**src/rtl/dmem_arb_pkg.sv**
```systemverilog
// Shared types and constants for the two-port data-memory arbiter.
// Optional misalignment checking is enabled with DMEM_ARB_ALIGN_CHECK_EN.
package dmem_arb_pkg;

  localparam int unsigned STARVE_CNT_W = 4;
  localparam int unsigned REQ_ADDR_W   = 32;

  typedef enum logic [1:0] {
    PORT_NONE = 2'd0,
    PORT_CORE = 2'd1,
    PORT_AUX  = 2'd2
  } port_sel_e;

  // Address is carried at a fixed maximum width and narrowed at the memory port.
  typedef struct packed {
    logic                  write;
    logic [REQ_ADDR_W-1:0] addr;
    logic [63:0]           wdata;
  } dmem_req_t;

endpackage

```
**src/rtl/dmem_arb_grant.sv**
```systemverilog
// Fixed-priority grant for the core port with a saturating starvation
// counter that forces the auxiliary port through after STARVE_LIMIT refusals.
module dmem_arb_grant
  import dmem_arb_pkg::*;
#(
  parameter int unsigned STARVE_LIMIT = 4
) (
  input  logic      clk,
  input  logic      reset_b,
  input  logic      req0_valid_i,
  input  logic      req1_valid_i,
  output port_sel_e sel_o
);

  localparam logic [STARVE_CNT_W-1:0] LIMIT = STARVE_CNT_W'(STARVE_LIMIT);

  logic [STARVE_CNT_W-1:0] starve_q;
  logic [STARVE_CNT_W-1:0] starve_d;

  always_comb begin
    sel_o    = PORT_NONE;
    starve_d = starve_q;

    // No grant is issued while reset is held, so ready stays low.
    if (!reset_b) begin
      sel_o = PORT_NONE;
    end else if (req1_valid_i && (starve_q == LIMIT)) begin
      sel_o = PORT_AUX;
    end else if (req0_valid_i) begin
      sel_o = PORT_CORE;
    end else if (req1_valid_i) begin
      sel_o = PORT_AUX;
    end

    if (!req1_valid_i || (sel_o == PORT_AUX)) begin
      starve_d = '0;
    end else if (starve_q != LIMIT) begin
      starve_d = starve_q + 1'b1;
    end
  end

  always_ff @(posedge clk or negedge reset_b) begin
    if (!reset_b) begin
      starve_q <= '0;
    end else begin
      starve_q <= starve_d;
    end
  end

endmodule

```
**src/rtl/dmem_arbiter.sv**
```systemverilog
// Two-port arbiter in front of the single-port 64-bit data memory: grant,
// request muxing and registered load responses. Option: DMEM_ARB_ALIGN_CHECK_EN.
module dmem_arbiter
  import dmem_arb_pkg::*;
#(
  parameter int unsigned DMEM_ADDR_WIDTH = 10,
  parameter int unsigned STARVE_LIMIT    = 4
) (
  input  logic                       clk,
  input  logic                       reset_b,
  input  logic                       req0_valid,
  output logic                       req0_ready,
  input  logic                       req0_write,
  input  logic [DMEM_ADDR_WIDTH-1:0] req0_addr,
  input  logic [63:0]                req0_wdata,
  output logic                       rsp0_valid,
  output logic [63:0]                rsp0_rdata,
  input  logic                       req1_valid,
  output logic                       req1_ready,
  input  logic                       req1_write,
  input  logic [DMEM_ADDR_WIDTH-1:0] req1_addr,
  input  logic [63:0]                req1_wdata,
  output logic                       rsp1_valid,
  output logic [63:0]                rsp1_rdata,
  output logic [DMEM_ADDR_WIDTH-1:0] mem_addr,
  output logic [63:0]                mem_din,
  output logic                       mem_read,
  output logic                       mem_write,
`ifdef DMEM_ARB_ALIGN_CHECK_EN
  output logic                       err0,
  output logic                       err1,
`endif
  input  logic [63:0]                mem_dout
);

  port_sel_e sel;
  dmem_req_t req0_s;
  dmem_req_t req1_s;
  dmem_req_t req_sel;
  logic      misalign;
  logic      load0;
  logic      load1;

  logic        rsp0_valid_q;
  logic        rsp1_valid_q;
  logic [63:0] rsp0_rdata_q;
  logic [63:0] rsp1_rdata_q;

  dmem_arb_grant #(
    .STARVE_LIMIT(STARVE_LIMIT)
  ) u_grant (
    .clk         (clk),
    .reset_b     (reset_b),
    .req0_valid_i(req0_valid),
    .req1_valid_i(req1_valid),
    .sel_o       (sel)
  );

  always_comb begin
    req0_s = '{write: req0_write, addr: REQ_ADDR_W'(req0_addr), wdata: req0_wdata};
    req1_s = '{write: req1_write, addr: REQ_ADDR_W'(req1_addr), wdata: req1_wdata};
    req_sel = '0;
    case (sel)
      PORT_CORE: req_sel = req0_s;
      PORT_AUX:  req_sel = req1_s;
      default:   req_sel = '0;
    endcase
  end

  generate
    if (DMEM_ADDR_WIDTH < REQ_ADDR_W) begin : g_addr_hi
      logic unused_addr_hi;
      assign unused_addr_hi = ^req_sel.addr[REQ_ADDR_W-1:DMEM_ADDR_WIDTH];
    end
  endgenerate

`ifdef DMEM_ARB_ALIGN_CHECK_EN
  assign misalign = (req_sel.addr[2:0] != 3'b000);
`else
  assign misalign = 1'b0;
`endif

  assign req0_ready = (sel == PORT_CORE);
  assign req1_ready = (sel == PORT_AUX);

  // A misaligned transfer is still accepted but never reaches the memory.
  assign mem_addr  = req_sel.addr[DMEM_ADDR_WIDTH-1:0];
  assign mem_din   = req_sel.wdata;
  assign mem_read  = (sel != PORT_NONE) && !req_sel.write && !misalign;
  assign mem_write = (sel != PORT_NONE) &&  req_sel.write && !misalign;

  assign load0 = req0_ready && !req_sel.write && !misalign;
  assign load1 = req1_ready && !req_sel.write && !misalign;

  always_ff @(posedge clk or negedge reset_b) begin
    if (!reset_b) begin
      rsp0_valid_q <= 1'b0;
      rsp1_valid_q <= 1'b0;
      rsp0_rdata_q <= '0;
      rsp1_rdata_q <= '0;
    end else begin
      rsp0_valid_q <= load0;
      rsp1_valid_q <= load1;
      if (load0) rsp0_rdata_q <= mem_dout;
      if (load1) rsp1_rdata_q <= mem_dout;
    end
  end

  assign rsp0_valid = rsp0_valid_q;
  assign rsp1_valid = rsp1_valid_q;
  assign rsp0_rdata = rsp0_rdata_q;
  assign rsp1_rdata = rsp1_rdata_q;

`ifdef DMEM_ARB_ALIGN_CHECK_EN
  logic err0_q;
  logic err1_q;

  always_ff @(posedge clk or negedge reset_b) begin
    if (!reset_b) begin
      err0_q <= 1'b0;
      err1_q <= 1'b0;
    end else begin
      err0_q <= req0_ready && misalign;
      err1_q <= req1_ready && misalign;
    end
  end

  assign err0 = err0_q;
  assign err1 = err1_q;
`endif

endmodule

```
**config.mk**
```make
export PLATFORM = sky130hd
export DESIGN_NAME = dmem_arbiter
export DESIGN_NICKNAME = d
export VERILOG_FILES = /design/src/rtl/dmem_arb_pkg.sv /design/src/rtl/dmem_arb_grant.sv /design/src/rtl/dmem_arbiter.sv
export SDC_FILE = /design/constraint.sdc
export NUM_CORES = 1
export LEC_CHECK = 0
export ABC_AREA = 1
export BUFFER_PORTS_ARGS = -buffer_cell sky130_fd_sc_hd__buf_2
export CAP_MARGIN = 20
export CORE_AREA = 8 8 159 161
export CTS_CLUSTER_DIAMETER = 30
export DETAILED_ROUTE_END_ITERATION = 6
export DIE_AREA = 0 0 167 169
export GPL_ROUTABILITY_DRIVEN = 0
export PLACE_DENSITY = 0.61
export SLEW_MARGIN = 30
export SYNTH_ARGS = -nofsm -noshare
export SYNTH_HDL_FRONTEND = slang
export SYNTH_SLANG_ARGS = --single-unit
```
**constraint.sdc**
```tcl
create_clock -name clk -period 5.1 [get_ports clk]
set_input_delay 1.02 -clock clk [delete_from_list [all_inputs] [get_ports clk]]
set_output_delay 1.02 -clock clk [all_outputs]
set_load 0.02 [all_outputs]
```
---- Yosys cells after proc, flatten, opt, wreduce, memory -nomap -nowiden ----
Index checks and enable logic that the tools add are counted.
word-level totals
  register bits ........................... 134
  bits of input ports ..................... 218
  output and inout port bits .............. 208
  word-level logic and storage cells ...... 27
operators by class
  add/sub/neg operators ................... 1
  equal/unequal tests ..................... 4
  muxes and demuxes ....................... 7
  reductions and logical operators ........ 10
operator list
  kind                 number
  $pmux 97 s2          1
  $mux 2               4
  $mux 4               2
  $logic_and 1x1->1    5
  $add 4x1->4 const B  1
  $eq 4x3->1 const B   1
  $ne 4x3->1 const B   1
  $reduce_bool 2->1    2
  $eq 2x1->1 const B   1
  $eq 2x2->1 const B   1
  $logic_not 1->1      2
  $logic_or 1x1->1     1

---- Logic depth before layout (Yosys ltp) ----
Gate-level depths: netlist of the first run.
  depth in word-level cells ............... 8
  mapped depth ............................ 16
  depth with buffers taken out ............ 14

---- Modules after synthesis ----
A second synthesis of the first run with hierarchy kept.
unflattened totals
  cell total of the unflattened synthesis .. 852
  area total of the unflattened synthesis .. 6436.2 um^2
modules (own cells, without submodules)
  module          times used  cells each  area an instance (um^2)  sequential area each (um^2)
  dmem_arbiter    1           819         6177.2                   3253.1
  dmem_arb_grant  1           33          259.0                    100.1

---- Worst setup path before layout of the first run ----
No wires, ideal clock.
  path kind ............................... input to output
  start point ............................. input req1_valid
  end point ............................... output mem_addr[1]
  arrival time ............................ 2.506 ns
  required time ........................... 4.080 ns
  path slack .............................. 1.574 ns
  stages .................................. 8
  path buffers ............................ 2
  cells stage by stage .................... nand2_1 > nand3_1 > inv_1 > ha_1 > clkbuf_1 > buf_2 > nand2_1 > a21oi_1
between the ends
  longest elaborated chain between the ends .. 6
  elaborated cells between the ends (all ways) .. 8
  those cells by class .................... eq/ne (2); mux (5); reduce/logical (1)
ends and longest elaborated chain
  element               RTL line              RTL
  from (decl)           dmem_arbiter.sv:18    input logic req1_valid,
  $mux 2                dmem_arb_grant.sv:31  end else if (req1_valid_i) begin
  $mux 2                dmem_arb_grant.sv:29  end else if (req0_valid_i) begin
  $mux 2 (*)            dmem_arb_grant.sv:27  end else if (req1_valid_i && (starve_q == LIMIT)) begin
  $mux 2 (*)            dmem_arb_grant.sv:25  if (!reset_b) begin
  $eq 2x1->1 (*)        --
  named net req0_ready  dmem_arbiter.sv:12    output logic req0_ready,
  $pmux 97 s2 (*)       dmem_arbiter.sv:63    case (sel)
  to (decl)             dmem_arbiter.sv:25    output logic [DMEM_ADDR_WIDTH-1:0] mem_addr,
The timed path passes the listed nets; every way through them passes the cells marked *.

---- Final worst setup path of the first run ----
  start point ............................. register u_grant.starve_q[0]
  end point ............................... output mem_din[4]
between the ends
  longest elaborated chain between the ends .. 6
  elaborated cells between the ends (all ways) .. 7
  those cells by class .................... eq/ne (3); mux (3); reduce/logical (1)
ends and longest elaborated chain
  element                                          RTL line              RTL
  from (decl)                                      dmem_arb_grant.sv:17  logic [STARVE_CNT_W-1:0] starve_q;
  from (signal assigned)                           dmem_arb_grant.sv:46  starve_q <= starve_d;
  $eq 4x3->1 (*)                                   dmem_arb_grant.sv:27
  $logic_and 1x1->1 (*)                            dmem_arb_grant.sv:27
  $mux 2 (*)                                       dmem_arb_grant.sv:27
  $mux 2 (*)                                       dmem_arb_grant.sv:25
  $eq 2x2->1 / $eq 2x1->1 (equally long branches)  dmem_arbiter.sv:63
  $pmux 97 s2 (*)                                  dmem_arbiter.sv:63
  to (decl)                                        dmem_arbiter.sv:26    output logic [63:0] mem_din,
Every way passes the cells marked *; elsewhere a longest branch is shown, timed or not.

==> results of run 1 <==
cell usage after synthesis:
cell | instances | area [um^2]
buf_2 | 33 | 165
inv_1 | 9 | 33.8
nand2_1 | 419 | 1570
clkbuf_1 | 17 | 63.8
o21ai_0 | 3 | 15.0
buf_4 | 2 | 15.0
dfrtp_1 | 134 | 3350
nor2_1 | 5 | 18.8
nand4_1 | 1 | 6.26
a21oi_1 | 75 | 375
buf_1 | 14 | 52.6
nand3_1 | 134 | 671
ha_1 | 6 | 75.1
cell type report:
type,count,area (um^2)
well taps,290,363
clock buffers,18,429
fillers,2445,13500
repair buffers,438,2240
multi-input cells,643,2760
diodes,9,22.5
inverters,9,33.8
clock inverters,14,199
flip-flops and latches,134,3350
metal layers:
| metal | share of wire | wire (um) |
|---|---|---|
| met5 | 0.00033 | 10 |
| met4 | 0.029 | 876 |
| met3 | 0.078 | 2340 |
| met2 | 0.52 | 15600 |
| met1 | 0.37 | 11200 |
logic make-up (layout without fill, tap and decap cells):
logic type / count (synthesis) / count (layout) / share of synthesized area
DFF: 134 / 134 / 0.523
adders and majority gates: 6 / 6 / 0.0117
buffers and inverters: 75 / 479 / 0.0515
and+or+nand+nor: 559 / 559 / 0.353
AOI/OAI and AO/OA: 78 / 78 / 0.0608
other: 0 / 9 / 0
power breakdown:
group	internal, uW	total, uW	switching, uW
clock	824	1300	474
combinational	348	1080	732
sequential	1290	1420	129
flip-flops by register name, summed over array words and instances, names as in the netlist:
name,count
rsp1_valid,1
rsp1_rdata,64
rsp0_rdata,64
u_grant.starve_q,4
rsp0_valid,1
critical path, cell delays in order (launching register included):
cell	delay (ns)
dfrtp_1	0.43
inv_1	0.07
ha_1	0.21
nand2_1	0.07
nor2_1	0.06
nand2_1	0.06
nand3_1	0.14
inv_1	0.14
ha_4	0.47
buf_4	0.38
nand2_1	0.08
a21oi_1	0.23
buf_2	0.21
stage by stage:
| step | hold slack [ns] | total power [uW] | cell area, um^2 | std cells |
|---|---|---|---|---|
| after floorplan | 0.525 | 2020 | 6420 | 852 |
| after global placement | 0.448 | 2510 | 8760 | 1514 |
| after detailed placement | 0.453 | 2530 | 8760 | 1514 |
| after CTS | 0.436 | 3840 | 9390 | 1546 |
| after global routing | 0.442 | 4000 | 9410 | 1555 |
| final | 0.451 | 3790 | 9410 | 1555 |
final timing paths:
| path | from | end | slack, ns | cells after the start |
|---|---|---|---|---|
| setup / recovery | u_grant.starve_q[0]$_DFFE_PN0P_ | mem_din[4] | 1.08 | 12 |
| hold / removal | reset_b | rsp1_rdata[12]$_DFFE_PN0P_ | 0.45 | 1 |
| setup reg to reg | u_grant.starve_q[0]$_DFFE_PN0P_ | rsp0_rdata[12]$_DFFE_PN0P_ | 1.41 | 15 |
| hold reg to reg | rsp0_rdata[28]$_DFFE_PN0P_ | rsp0_rdata[28]$_DFFE_PN0P_ | 0.46 | 2 |
| max in group asynchronous | reset_b | rsp1_rdata[14]$_DFFE_PN0P_ | 3.62 | 2 |
| min in group clk | rsp0_rdata[28]$_DFFE_PN0P_ | rsp0_rdata[28]$_DFFE_PN0P_ | 0.46 | 2 |
layout by cell type, fill, tap and decap left out, types with 3 or more instances in the layout:
master and instances:
ha_1 3, nor2_1 5, bufinv_16 4, o21ai_0 3
a21oi_1 75, dfrtp_1 134, nand3_1 134, clkinvlp_4 3
buf_2 424, buf_4 12, inv_1 9, clkbuf_16 17
diode_2 9, nand2_1 416
==> out/qor.csv, run 1 <==
stage,metric,value,unit
placed_design,post-DP HPWL,23.1,mm
clocking,total CTS buffers,17,
sta,Max Clk Rate,249,MHz
drt,Routed WL,30.0,mm
floorplanning,Initial Util,0.280,
floorplanning,io pins,426,
sta,Slew HR,0.426,
yosys,syn nets,1076,
layout,# nets final,1467,
global_routing,Congestion Overflow GR,0,
yosys,synth warn,0,
pwr,leakage,0.00535,uW
global_routing,GRT Util Overall,0.206,
worst_setup_path,crit-path max FO,44,
drt,vias after detailed routing,7335,
worst_setup_path,arrival time worst endpoint,3.00,ns
yosys,synthesized flop and latch total,134,
yosys,"Seq/Total Area, Yosys",0.523,
pwr,VDD IR max,0.234,mV
sta,final setup margin,1.08,ns
global_routing,GR Layer Usage met1,0.226,
global_routing,first-pass GRT wire length,45.0,mm
clocking,CTS Buffer Depth,2,
worst_setup_path,crit path launch type,flip-flop,
sta,"Slew Viols, Final",0,
global_routing,largest net degree at the start of global routing,87,
global_routing,antenna violations before repair,16,
worst_setup_path,Worst Path Required,4.08,ns
drt,remaining antenna violation count,0,
floorplanning,die footprint,28200,um^2
sta,min Tclk post-route,4.02,ns
clocking,"Gates resized, CTS repair",0,
yosys,Synth Cell Area,6420,um^2
placed_design,dpl ws,1.04,ns
global_routing,vias in the first global route,7488,
layout,"Core Util, Final",0.411,
sta,clk_skew,0.0110,ns
sta,RSZ-0062 raised after global routing,false,
yosys,Syn Area/Cell,7.53,um^2
clocking,setup bufs post-CTS,0,
global_routing,GRT met2 Usage,0.360,
sta,worst slew pin tran,0.861,ns
run,max_cap viols,0,
global_routing,GRT met3 Usage,0.0638,
clocking,hold_buf cts,0,
sta,Tcrit/Tclk final,0.789,
floorplanning,width of the die,167,um
worst_setup_path,Setup CP Type,reg -> out,
drt,DR iter-0 viols,522,
floorplanning,Die Y,169,um
clocking,Clock Sinks,134,
drt,via density per instance,4.72,
clocking,Worst-path clk slew,0.06,ns
yosys,Cells after Synth,852,
global_routing,GR peak layer,met2,
yosys,Yosys cell types,13,
clocking,CTS tree,done,
clocking,H-tree depth,4,
pwr,pwr dens,403,nW/um^2
layout,area grow syn2layout,46.6,%
sta,endpoints failing hold,0,
clocking,Clock Latency Late Sink,0.41,ns
floorplanning,CORE AREA,22900,um^2
drt,routed len/inst,19.3,um
sta,TNS Setup,0,ns
worst_setup_path,crit end category,output port,
floorplanning,Std-Cell Rows,56,
placed_design,I/O Buffers,425,
hold_path,Worst Hold Class,in -> async,
status,status,"finished, final reports clean",
clocking,root buffer cell,clkbuf_16,
drt,DRC Markers,0,
sta,final setup vio count,0,
drt,drt pass-1 iters,5,
layout,share of cells above drive strength 1,0.378,
No activity file was read; power rests on OpenSTA's default activity.
==> inputs of run 2 (changes only) <==
--- a/config.mk
+++ b/config.mk
@@ -8,12 +8,12 @@
 export ABC_AREA = 1
 export BUFFER_PORTS_ARGS = -buffer_cell sky130_fd_sc_hd__buf_2
 export CAP_MARGIN = 20
-export CORE_AREA = 8 8 159 161
+export CORE_AREA = 8 8 162 164
 export CTS_CLUSTER_DIAMETER = 30
 export DETAILED_ROUTE_END_ITERATION = 6
-export DIE_AREA = 0 0 167 169
+export DIE_AREA = 0 0 170 172
 export GPL_ROUTABILITY_DRIVEN = 0
-export PLACE_DENSITY = 0.61
+export PLACE_DENSITY = 0.59
 export SLEW_MARGIN = 30
 export SYNTH_ARGS = -nofsm -noshare
 export SYNTH_HDL_FRONTEND = slang
==> constraint.sdc (replaced) <==
create_clock -name clk -period 3.9 [get_ports clk]
set_input_delay 0.78 -clock clk [delete_from_list [all_inputs] [get_ports clk]]
set_output_delay 0.78 -clock clk [all_outputs]
set_load 0.02 [all_outputs]
==> run 2 against run 1 <==
Effect of this change:
- sequential power rose by 30%
- non-clock buffer count rose by 5
- critical endpoint is now mem_din[32]
- highest routed layer unchanged
- power rose by 30%
- worst setup slack got worse by 0.82 ns
- first-iteration DRC count rose by 17%
- largest cell class unchanged
- clock power rose by 28%
==> out/qor.csv, run 2 (synthesis results as in run 1) <==
stage,metric,value,unit
status,status,"finished, final reports clean",
worst_setup_path,reg2reg end,rsp0_rdata[52]$_DFFE_PN0P_,
hold_path,Hold Path Stages,2,
clocking,Clock Latency Late Sink,0.42,ns
floorplanning,Std-Cell Rows,57,
pwr,Sw Ratio,0.351,
worst_setup_path,"Cell Chain, Critical Path","inv_1, ha_1, nand2_1, nor2_1, nand2_1, nand3_1, inv_1, ha_4, buf_12, a21oi_1, buf_2",
layout,non-filler cells in the finished layout,1591,
pwr,cell-internal power,3210,uW
hold_path,Worst Hold Class,reg -> reg,
sta,endpoints failing hold,0,
sta,TNS Setup,0,ns
floorplanning,io pins,426,
drt,DR iter-0 viols,612,
worst_setup_path,r2r setup slk,0.62,ns
floorplanning,Die Y,172,um
pwr,pwr dens,519,nW/um^2
clocking,CTS Buffer Depth,2,
drt,remaining antenna violation count,0,
layout,"commonest non-fill, non-tap cell in the layout",buf_2,
global_routing,first-pass GRT wire length,43.5,mm
sta,Max Clk Rate,274,MHz
worst_setup_path,Setup CP Type,reg -> out,
pwr,VDD IR max,0.286,mV
pwr,leakage,0.00539,uW
worst_setup_path,arrival time worst endpoint,2.86,ns
floorplanning,Initial Util,0.269,
global_routing,antenna violations before repair,8,
floorplanning,die footprint,29200,um^2
floorplanning,width of the die,170,um
clocking,root buffer cell,clkbuf_16,
sta,RSZ-0062 raised after global routing,false,
placed_design,I/O Buffers,425,
sta,Tcrit/Tclk final,0.934,
sta,"Slew Viols, Final",0,
drt,DRC Markers,0,
pwr,sequential share of power,0.373,
clocking,total CTS buffers,17,
sta,clk_skew,0.0124,ns
placed_design,placed instance count,1552,
worst_setup_path,R2R depth,15,
layout,# nets final,1472,
clocking,hold_buf cts,0,
worst_setup_path,crit-path max FO,39,
drt,vias after detailed routing,7238,
hold_path,min-delay src,rsp0_rdata[26]$_DFFE_PN0P_,
hold_path,Hold Path End,rsp0_rdata[26]$_DFFE_PN0P_,
drt,via density per instance,4.55,
placed_design,post-DP HPWL,22.3,mm
drt,drt pass-1 iters,5,
global_routing,Congestion Overflow GR,0,
worst_setup_path,peak per-stage delay on the critical path,0.43,ns
sta,worst slew pin tran,0.789,ns
layout,most frequent cells in the layout,"424 x buf_2, 416 x nand2_1, 134 x nand3_1, 134 x dfrtp_1, 75 x a21oi_1",
layout,share of cells above drive strength 1,0.381,
worst_setup_path,Worst Path Required,3.12,ns
sta,Slew HR,0.474,
clocking,Worst-path clk slew,0.06,ns
worst_setup_path,crit end category,output port,
sta,final setup margin,0.257,ns
sta,min Tclk post-route,3.64,ns
sta,final setup vio count,0,
worst_setup_path,R2R Path Start,u_grant.starve_q[0]$_DFFE_PN0P_,
placed_design,dpl ws,0.445,ns
clocking,H-tree depth,4,
pwr,logic gate share of total power,0.289,
worst_setup_path,Slowest cell on crit path,dfrtp_1,
drt,Routed WL,29.3,mm
global_routing,vias in the first global route,7438,
pwr,Clk pwr share,0.338,
floorplanning,CORE AREA,23800,um^2
clocking,CTS tree,done,
global_routing,largest net degree at the start of global routing,78,
worst_setup_path,crit path launch type,flip-flop,
run,max_cap viols,0,
clocking,Clock Sinks,134,
pwr,switching power,1730,uW
global_routing,GRT Util Overall,0.193,
layout,area grow syn2layout,48.4,%
drt,routed len/inst,18.4,um
==> run 2: cell type report <==
class                      count  area [um^2]
multi-input combinational    643         2770
clock inverter                11          148
antenna                        6         15.0
fill                        2594        14300
clock buffer                  21          470
sequential                   134         3350
inverter                       9         33.8
tap                          324          405
timing repair buffer         443         2320
==> run 2: worst max-delay path by stage <==
| stage | startpoint | end | slack, ns | cells past startpoint |
|---|---|---|---|---|
| floorplan | req1_valid | mem_addr[1] | 0.85 | 8 |
| global placement | req0_valid | mem_din[33] | 0.47 | 9 |
| detailed placement | req0_valid | mem_din[33] | 0.45 | 9 |
| CTS | u_grant.starve_q[0]$_DFFE_PN0P_ | mem_din[33] | 0.04 | 11 |
| global route | u_grant.starve_q[0]$_DFFE_PN0P_ | mem_din[33] | 0.03 | 11 |
| finish | u_grant.starve_q[0]$_DFFE_PN0P_ | mem_din[32] | 0.26 | 11 |
==> run 2: power by group through the flow <==
stage	Combinational [uW]	Sequential, uW	Clock, uW
CTS	1440	1840	1700
detailed placement	1440	1860	0
floorplan	422	2220	0
global placement	1420	1860	0
global route	1560	1880	1760
finish	1430	1840	1670
==> run 2: critical path, delay by kind of cell, from the launching register on <==
kind	cells	cell delay (ns)
buffers and inverters	4	0.65
adder cells (fa/ha/maj)	2	0.55
AND/OR/NAND/NOR	4	0.51
flip-flops	1	0.43
AO/OA/AOI/OAI	1	0.27
==> run 2: stage by stage <==
stage | hold slack [ns] | util | area [um^2] | power (uW)
detailed placement | 0.453 | 0.372 | 8860 | 3300
floorplan | 0.484 | - | 6420 | 2640
global route | 0.484 | 0.400 | 9520 | 5200
global placement | 0.448 | 0.372 | 8850 | 3280
CTS | 0.468 | 0.398 | 9480 | 4990
finish | 0.463 | 0.400 | 9520 | 4940
==> run 2: timing repair <==
| action | 4_1_cts | 5_1_grt |
|---|---|---|
| setup endpoints to repair | 0 | 25 |
| resized for setup | 0 | 1 |
| buffers inserted | 0 | 1 |
==> run 2: metal layers <==
layer	track usage	up-vias	routed length (um)
met5	0	-	13
met4	0.0797	2	684
met3	0.0671	42	2420
met2	0.331	312	14900
met1	0.218	3356	11200
li1	-	3526	-
==> inputs of run 3 (changes only) <==
--- a/config.mk
+++ b/config.mk
@@ -8,12 +8,12 @@
 export ABC_AREA = 1
 export BUFFER_PORTS_ARGS = -buffer_cell sky130_fd_sc_hd__buf_2
 export CAP_MARGIN = 20
-export CORE_AREA = 8 8 162 164
+export CORE_AREA = 2 2 165 167
 export CTS_CLUSTER_DIAMETER = 30
 export DETAILED_ROUTE_END_ITERATION = 6
-export DIE_AREA = 0 0 170 172
+export DIE_AREA = 0 0 167 169
 export GPL_ROUTABILITY_DRIVEN = 0
-export PLACE_DENSITY = 0.59
+export PLACE_DENSITY = 0.54
 export SLEW_MARGIN = 30
 export SYNTH_ARGS = -nofsm -noshare
 export SYNTH_HDL_FRONTEND = slang
==> run 3 against run 2 <==
Effect of this change:
- register-to-register slack gained 0.04 ns
- sequential power is essentially flat
- design area shrank 0.26%
- clock power grew 4%
- combinational power is essentially flat
- clock skew shrank 0.0055 ns
- sequential cell count is the same
- critical path type unchanged
- critical endpoint is now mem_din[34]
- largest cell class unchanged
==> out/qor.csv, run 3 (synthesis results as in run 1) <==
stage,metric,value,unit
global_routing,largest net degree at the start of global routing,135,
clocking,setup bufs post-CTS,0,
worst_setup_path,crit path launch type,flip-flop,
sta,min Tclk post-route,3.62,ns
pwr,Sw Ratio,0.352,
clocking,"Gates resized, CTS repair",0,
floorplanning,Die Y,169,um
worst_setup_path,r2r setup slk,0.66,ns
worst_setup_path,crit-path max FO,73,
sta,TNS Setup,0,ns
worst_setup_path,R2R depth,16,
sta,RSZ-0062 raised after global routing,false,
global_routing,vias in the first global route,7076,
pwr,cell-internal power,3220,uW
pwr,Final Power,4970,uW
floorplanning,Std-Cell Rows,60,
layout,"Core Util, Final",0.358,
pwr,leakage,0.00536,uW
drt,drt pass-1 iters,7,
worst_setup_path,reg2reg end,rsp1_rdata[53]$_DFFE_PN0P_,
floorplanning,width of the die,167,um
placed_design,post-DP HPWL,20.3,mm
floorplanning,die footprint,28200,um^2
placed_design,placed instance count,1564,
placed_design,I/O Buffers,425,
drt,DR iter-0 viols,514,
worst_setup_path,crit end category,output port,
clocking,hold_buf cts,0,
worst_setup_path,arrival time worst endpoint,2.84,ns
drt,Routed WL,27.4,mm
pwr,logic gate share of total power,0.282,
placed_design,Placed Area,8860,um^2
layout,"commonest non-fill, non-tap cell in the layout",buf_2,
drt,via density per instance,4.56,
worst_setup_path,R2R Path Start,u_grant.starve_q[0]$_DFFE_PN0P_,
sta,endpoints failing hold,0,
layout,# nets final,1466,
sta,Tcrit/Tclk final,0.927,
drt,vias after detailed routing,7293,
clocking,root buffer cell,clkbuf_16,
layout,area grow syn2layout,48.0,%
pwr,Clk pwr share,0.348,
run,max_cap viols,0,
sta,final setup vio count,0,
layout,share of cells above drive strength 1,0.378,
global_routing,first-pass GRT wire length,41.3,mm
clocking,total CTS buffers,17,
worst_setup_path,Setup CP Type,reg -> out,
global_routing,antenna violations before repair,3,
sta,Slew HR,0.429,
pwr,pwr dens,524,nW/um^2
worst_setup_path,Worst Path Required,3.12,ns
drt,routed len/inst,17.1,um
layout,most frequent cells in the layout,"424 x buf_2, 416 x nand2_1, 134 x nand3_1, 134 x dfrtp_1, 75 x a21oi_1",
pwr,switching power,1750,uW
sta,clk_skew,0.00689,ns
global_routing,Congestion Overflow GR,0,
layout,design area,9500,um^2
global_routing,GRT Util Overall,0.187,
drt,DRC Markers,0,
status,status,"finished, final reports clean",
layout,non-filler cells in the finished layout,1599,
pwr,sequential share of power,0.370,
clocking,Worst-path clk slew,0.06,ns
sta,"Slew Viols, Final",0,
sta,worst slew pin tran,0.857,ns
pwr,VDD IR max,0.279,mV
floorplanning,CORE AREA,26500,um^2
hold_path,Worst Hold Class,in -> async,
clocking,H-tree depth,4,
sta,Max Clk Rate,277,MHz
clocking,Clock Sinks,134,
floorplanning,io pins,426,
floorplanning,Initial Util,0.242,
clocking,CTS Buffer Depth,2,
clocking,CTS tree,done,
clocking,Clock Latency Late Sink,0.41,ns
drt,remaining antenna violation count,0,
## run 3: cell types whose count changed in the layout (fill, tap and decap cells not counted), moves of 2 or more
cell | previous run | this run
diode_2 | 6 | 3
buf_4 | 13 | 7
clkinvlp_4 | 1 | 3
clkinv_4 | 3 | 0
inv_6 | 1 | 5
clkbuf_8 | 3 | 0
## run 3: critical path, cell delays in order, from the launching register on
cell,delay (ns)
dfrtp_1,0.44
inv_1,0.08
ha_1,0.16
nand2_1,0.05
nor2_1,0.22
nand2_1,0.08
nand3_1,0.16
ha_2,0.25
buf_12,0.28
nand2_1,0.20
a21oi_1,0.25
buf_2,0.21
## run 3: how the worst max path moves through the flow
| stage | start | end | slack [ns] |
|---|---|---|---|
| final | u_grant.starve_q[0]$_DFFE_PN0P_ | mem_din[34] | 0.28 |
| after global routing | u_grant.starve_q[0]$_DFFE_PN0P_ | mem_din[34] | 0.05 |
| after CTS | u_grant.starve_q[0]$_DFFE_PN0P_ | mem_din[34] | 0.23 |
| after detailed placement | req0_valid | mem_din[34] | 0.67 |
| after global placement | req0_valid | mem_din[34] | 0.68 |
| after floorplan | req1_valid | mem_addr[1] | 0.85 |
## run 3: per-stage QoR
stage	worst slack, ns	hold slack [ns]
6_report	0.283	0.415
5_1_grt	0.0460	0.482
4_1_cts	0.234	0.468
3_5_place_dp	0.673	0.454
3_3_place_gp	0.680	0.449
2_1_floorplan	0.854	0.484
## run 3: area by class of cell
cell class	instances	area [um^2]
clock inverters	14	196
clock buffers	18	429
diodes	3	7.51
repair buffers	437	2290
well taps	341	427
multi-input cells	643	2760
fillers	2870	17000
inverters	9	33.8
flip-flops and latches	134	3350
## run 3: routing by layer
layer	track usage	routed length [um]	vias to the layer above
met2	0.337	14200	300
li1	-	-	3514
met5	0	0	-
met3	0.0454	1890	25
met4	0.0540	414	0
met1	0.222	10900	3454
## run 3: power groups by stage
stage	clock network (uW)	registers [uW]	logic [uW]
after floorplan	0	2220	422
after global placement	0	1860	1410
after detailed placement	0	1860	1420
after CTS	1770	1840	1420
after global routing	1820	1880	1530
final	1730	1840	1400
